--- config.mk ---
export PLATFORM = sky130hd
export DESIGN_NAME = acu_serial_tx
export DESIGN_NICKNAME = d
export VERILOG_FILES = /design/src/rtl/acu_serial_tx.sv
export SDC_FILE = /design/constraint.sdc
export NUM_CORES = 1
export LEC_CHECK = 0
export ABC_CLOCK_PERIOD_IN_PS = 1200
export BUFFER_PORTS_ARGS = -buffer_cell sky130_fd_sc_hd__buf_2
export CORE_MARGIN = 1
export CORE_UTILIZATION = 48
export CTS_CLUSTER_SIZE = 40
export DETAILED_ROUTE_END_ITERATION = 10
export GPL_ROUTABILITY_DRIVEN = 0
export HOLD_SLACK_MARGIN = 0.02
export PLACE_DENSITY = 0.72
export SKIP_CTS_REPAIR_TIMING = 1
export SLEW_MARGIN = 0
export SYNTH_ARGS = -nofsm -noshare
export SYNTH_HDL_FRONTEND = slang
export SYNTH_SLANG_ARGS = --single-unit
--- constraint.sdc ---
create_clock -name clk -period 1.2 [get_ports clk]
set_input_delay 0.24 -clock clk [delete_from_list [all_inputs] [get_ports clk]]
set_output_delay 0.24 -clock clk [all_outputs]
set_load 0.01 [all_outputs]
--- src/rtl/acu_serial_tx.sv ---
// Serial transmitter for the accumulator data path: takes a word over a
// valid/ready handshake and sends it as start bit, LSB-first data, stop bit.
module acu_serial_tx #(
   parameter int SIZE         = 8,
   parameter int CLKS_PER_BIT = 4
) (
   input  logic            clk,
   input  logic            rstn,
   input  logic            send_valid,
   output logic            send_ready,
   input  logic [SIZE-1:0] data_in,
   output logic            tx,
   output logic            busy,
   output logic            done
);

   localparam int BAUD_W = (CLKS_PER_BIT > 1) ? $clog2(CLKS_PER_BIT) : 1;
   localparam int BIT_W  = (SIZE > 1) ? $clog2(SIZE + 1) : 1;

   localparam logic [BAUD_W-1:0] BAUD_LAST = BAUD_W'(CLKS_PER_BIT - 1);
   localparam logic [BIT_W-1:0]  BIT_LAST  = BIT_W'(SIZE - 1);

   localparam logic [1:0] S_IDLE  = 2'd0;
   localparam logic [1:0] S_START = 2'd1;
   localparam logic [1:0] S_DATA  = 2'd2;
   localparam logic [1:0] S_STOP  = 2'd3;

   logic [1:0]        state_q, state_d;
   logic [BAUD_W-1:0] baud_q,  baud_d;
   logic [BIT_W-1:0]  bit_q,   bit_d;
   logic [SIZE-1:0]   shift_q, shift_d;
   logic              tx_q,    tx_d;
   logic              busy_q,  busy_d;
   logic              done_q,  done_d;
   logic              baudEnd;

   assign baudEnd    = (baud_q == BAUD_LAST);
   assign send_ready = (state_q == S_IDLE);
   assign tx         = tx_q;
   assign busy       = busy_q;
   assign done       = done_q;

   // Next-state logic; tx/busy are derived from the next state so the
   // registered outputs line up with the state they describe.
   always_comb begin
      state_d = state_q;
      baud_d  = baud_q;
      bit_d   = bit_q;
      shift_d = shift_q;
      done_d  = 1'b0;
      case (state_q)
         S_IDLE: begin
            if (send_valid) begin
               state_d = S_START;
               baud_d  = '0;
               bit_d   = '0;
               shift_d = data_in;
            end
         end
         S_START: begin
            if (baudEnd) begin
               baud_d  = '0;
               bit_d   = '0;
               state_d = S_DATA;
            end else begin
               baud_d = baud_q + BAUD_W'(1);
            end
         end
         S_DATA: begin
            if (baudEnd) begin
               baud_d  = '0;
               shift_d = shift_q >> 1;
               if (bit_q == BIT_LAST) begin
                  state_d = S_STOP;
               end else begin
                  bit_d = bit_q + BIT_W'(1);
               end
            end else begin
               baud_d = baud_q + BAUD_W'(1);
            end
         end
         S_STOP: begin
            if (baudEnd) begin
               baud_d  = '0;
               state_d = S_IDLE;
               done_d  = 1'b1;
            end else begin
               baud_d = baud_q + BAUD_W'(1);
            end
         end
         default: begin
            state_d = S_IDLE;
            baud_d  = '0;
            bit_d   = '0;
         end
      endcase

      case (state_d)
         S_START: tx_d = 1'b0;
         S_DATA:  tx_d = shift_d[0];
         default: tx_d = 1'b1;
      endcase
      busy_d = (state_d != S_IDLE);
   end

   // Reset aborts any frame in flight without producing a done pulse.
   always_ff @(posedge clk or negedge rstn) begin
      if (!rstn) begin
         state_q <= S_IDLE;
         baud_q  <= '0;
         bit_q   <= '0;
         shift_q <= '0;
         tx_q    <= 1'b1;
         busy_q  <= 1'b0;
         done_q  <= 1'b0;
      end else begin
         state_q <= state_d;
         baud_q  <= baud_d;
         bit_q   <= bit_d;
         shift_q <= shift_d;
         tx_q    <= tx_d;
         busy_q  <= busy_d;
         done_q  <= done_d;
      end
   end

endmodule

==> impl_metrics.toml <==
[detailed_routing]
ant_nets = 0
totalWireLength_mm = 2.38
avgViaCountPerCell = 5.39
post_drt_wl_per_cell_um = 15.3
route.detailed.drc = 0
first_pass_iters = 4
drt_iter0_drc = 14
vias = 836

[placement]
place_ws_ns = -0.204
place_inst = 141
placed_cell_area_um2 = 1200
dp_hpwl_mm = 1.44
port_buffers = 14

[sta]
slew-limit-headroom = 0.720
fmax_ghz = 0.687
hold_viol_final = 0
worstMarginPinSlew_ns = 0.420
rsz0062_at_grt = "yes"
worst_slack_ns = -0.255
fin_crit_ns = 1.46
drv_slew = 0
skew_ns = 0.00903
finalSetupViolCount = 17
fin_tns_setup_ns = -1.94
fin_crit_sh = 1.21

[yosys]
mappedNetlistArea_um2 = 922
synth_ff_type = "dfrtp_1"
netlist_top_cells_area = "dfrtp_1, nor2_1, a221oi_1"
ys_seq_area_frac = 0.517
ys_ff_latch = 19
synth.avg_cell_area_um2 = 10.6
synthAdderAreaFrac = 0.0271
synth_top_family_by_area = "compound AO/OA/AOI/OAI gates"
synthMuxAreaShare = 0.0109
synth_xor_area_frac = 0.0190
synth_edf_count = 0
synthArstFlopShare = 1.00
yosysTopAreaCellShare = 0.488
synth_cell_type_count = 29
synth_compound_area_frac = 0.205
synth-simple-area-share = 0.171
synth_fp_nets = 100
ys_warn_count = 0
yosysTopAreaCell = "dfrtp_1"
synthCells = 87

[die]
core-area_um2 = 1760
row_count = 15
dieArea_um2 = 2100
die_width_um = 45.8
ioPinCount = 15
die_height_um = 45.8
initial_utilization = 0.523

[global_routing]
overflow = 0
gr-usage-all-layers = 0.214
antenna_found_initial = 0
met1_usage = 0.263
top_usage_layer = "met2"
grt_pass1_wl_mm = 3.15
use_met2 = 0.371
grt_max_degree = 20
use_met3 = 0.0357
grt_pass1_vias = 754

[min_path]
min_to = "shift_q[3]"
hold_path_class = "in2reg"
hp-start = "data_in[3]"
holdPathStages = 3

[power]
power.leakage_nw = 0.655
powerDensity_nw_per_um2 = 2460
peakVddDrop_mv = 1.98
power.total_mw = 3.42

[setup_path]
cp_max_fo = 4
cp.required_ns = 0.96
crit_type = "reg2out"
cp.arrival_ns = 1.22
reg2reg_depth = 6
r2r-end = "shift_q[1]"
cp-end-kind = "primary output"
r2r_start = "state_q[1]"
reg2reg_setup_slack_ns = -0.16
crit_path_start_kind = "flip-flop"

[run_status]
status = "finished with violations"
violations = "negative setup slack"

[cells_and_area]
final_cell_area_um2 = 1390
area_growth_pct = 51.0
final_nets = 144
fin_cells = 155
fillCellCount = 127
final_layout_size_suffix_gt1_frac = 0.523
n_antenna_cell = 0

[run]
max_cap_viol_count = 0

[clock_network]
cts_sinks = 19
path_clk_slew_ns = 0.12
h-tree-depth = 1
clk-insertion-delay-late_ns = 0.31
cts_buffer_depth = 2
root_buffer = "clkbuf_4"
cts-buffers-inserted = 3
tritoncts = "done"
[flip-flops by register name, indices dropped and copies added (netlist names)]
| signal | count |
|---|---|
| bit_q | 4 |
| done | 1 |
| shift_q | 8 |
| busy | 1 |
| state_q | 2 |
| baud_q | 2 |
| tx | 1 |
[report_power, final]
group          internal [mW]  switching [mW]
combinational           1.02           0.931
sequential             0.928           0.208
clock                  0.124           0.209
[synthesized netlist by cell type, drive strengths merged (3+ instances only)]
cell type  count
inv            3
nor2          15
a21oi          4
o21ai          4
dfrtp         18
nand3b         4
a221oi         6
buf            4
nand2          5
a32o           3
[per-stage QoR]
stage	util	hold slack, ns
after global routing	0.789	0.178
after detailed placement	0.681	0.195
after floorplan	-	-0.0556
after global placement	0.681	0.199
after CTS	0.696	-0.141
final	0.789	0.181
[critical path, stage by stage (launching register included)]
cell	delay, ns
dfrtp_2	0.45
buf_6	0.13
nor2_4	0.10
buf_6	0.13
buf_6	0.10
[cell usage in the layout, fill, tap and decap left out, types with 3 or more instances in the layout]
| cell type | Yosys | routed |
|---|---|---|
| nor2_1 | 14 | 13 |
| inv_1 | 3 | 3 |
| nand3b_1 | 4 | 4 |
| buf_2 | 1 | 12 |
| nand2_1 | 4 | 4 |
| a21oi_2 | 0 | 3 |
| a32o_1 | 3 | 3 |
| a221oi_2 | 0 | 6 |
| clkbuf_4 | 0 | 3 |
| buf_4 | 1 | 23 |
| dfrtp_1 | 18 | 16 |
| buf_6 | 2 | 6 |
[per-layer routing]
layer	vias up	routed length [um]
li1	403	-
met2	16	1290
met5	-	0
met1	411	988
met4	0	55
met3	6	48
[worst max path at each step]
stage | from | slack (ns) | endpoint
6_report | state_q[1] | -0.26 | send_ready
5_1_grt | state_q[1] | -0.28 | send_ready
4_1_cts | state_q[1] | -0.37 | send_ready
3_5_place_dp | baud_q[0] | -0.20 | shift_q[4]
3_3_place_gp | baud_q[0] | -0.15 | tx
2_1_floorplan | baud_q[0] | -0.05 | tx
[layout make-up]
type                    instances  area [um2]  share of cell area
inverters                       3        11.3             0.00809
clock buffers                   3        22.5              0.0162
repair buffers                 42         310               0.223
flip-flops and latches         19         479               0.344
multi-input cells              62         533               0.383
well taps                      25        31.3              0.0225
clock inverters                 1        5.00             0.00359
[cells by family after synthesis]
group,after synthesis
AND/OR/NAND/NOR,32
AO/OA/AOI/OAI,24
XOR/XNOR,2
buffers and inverters,7
adder cells (fa/ha/maj),2
flip-flops,19
multiplexers,1
(Power assumes the default switching activity.)
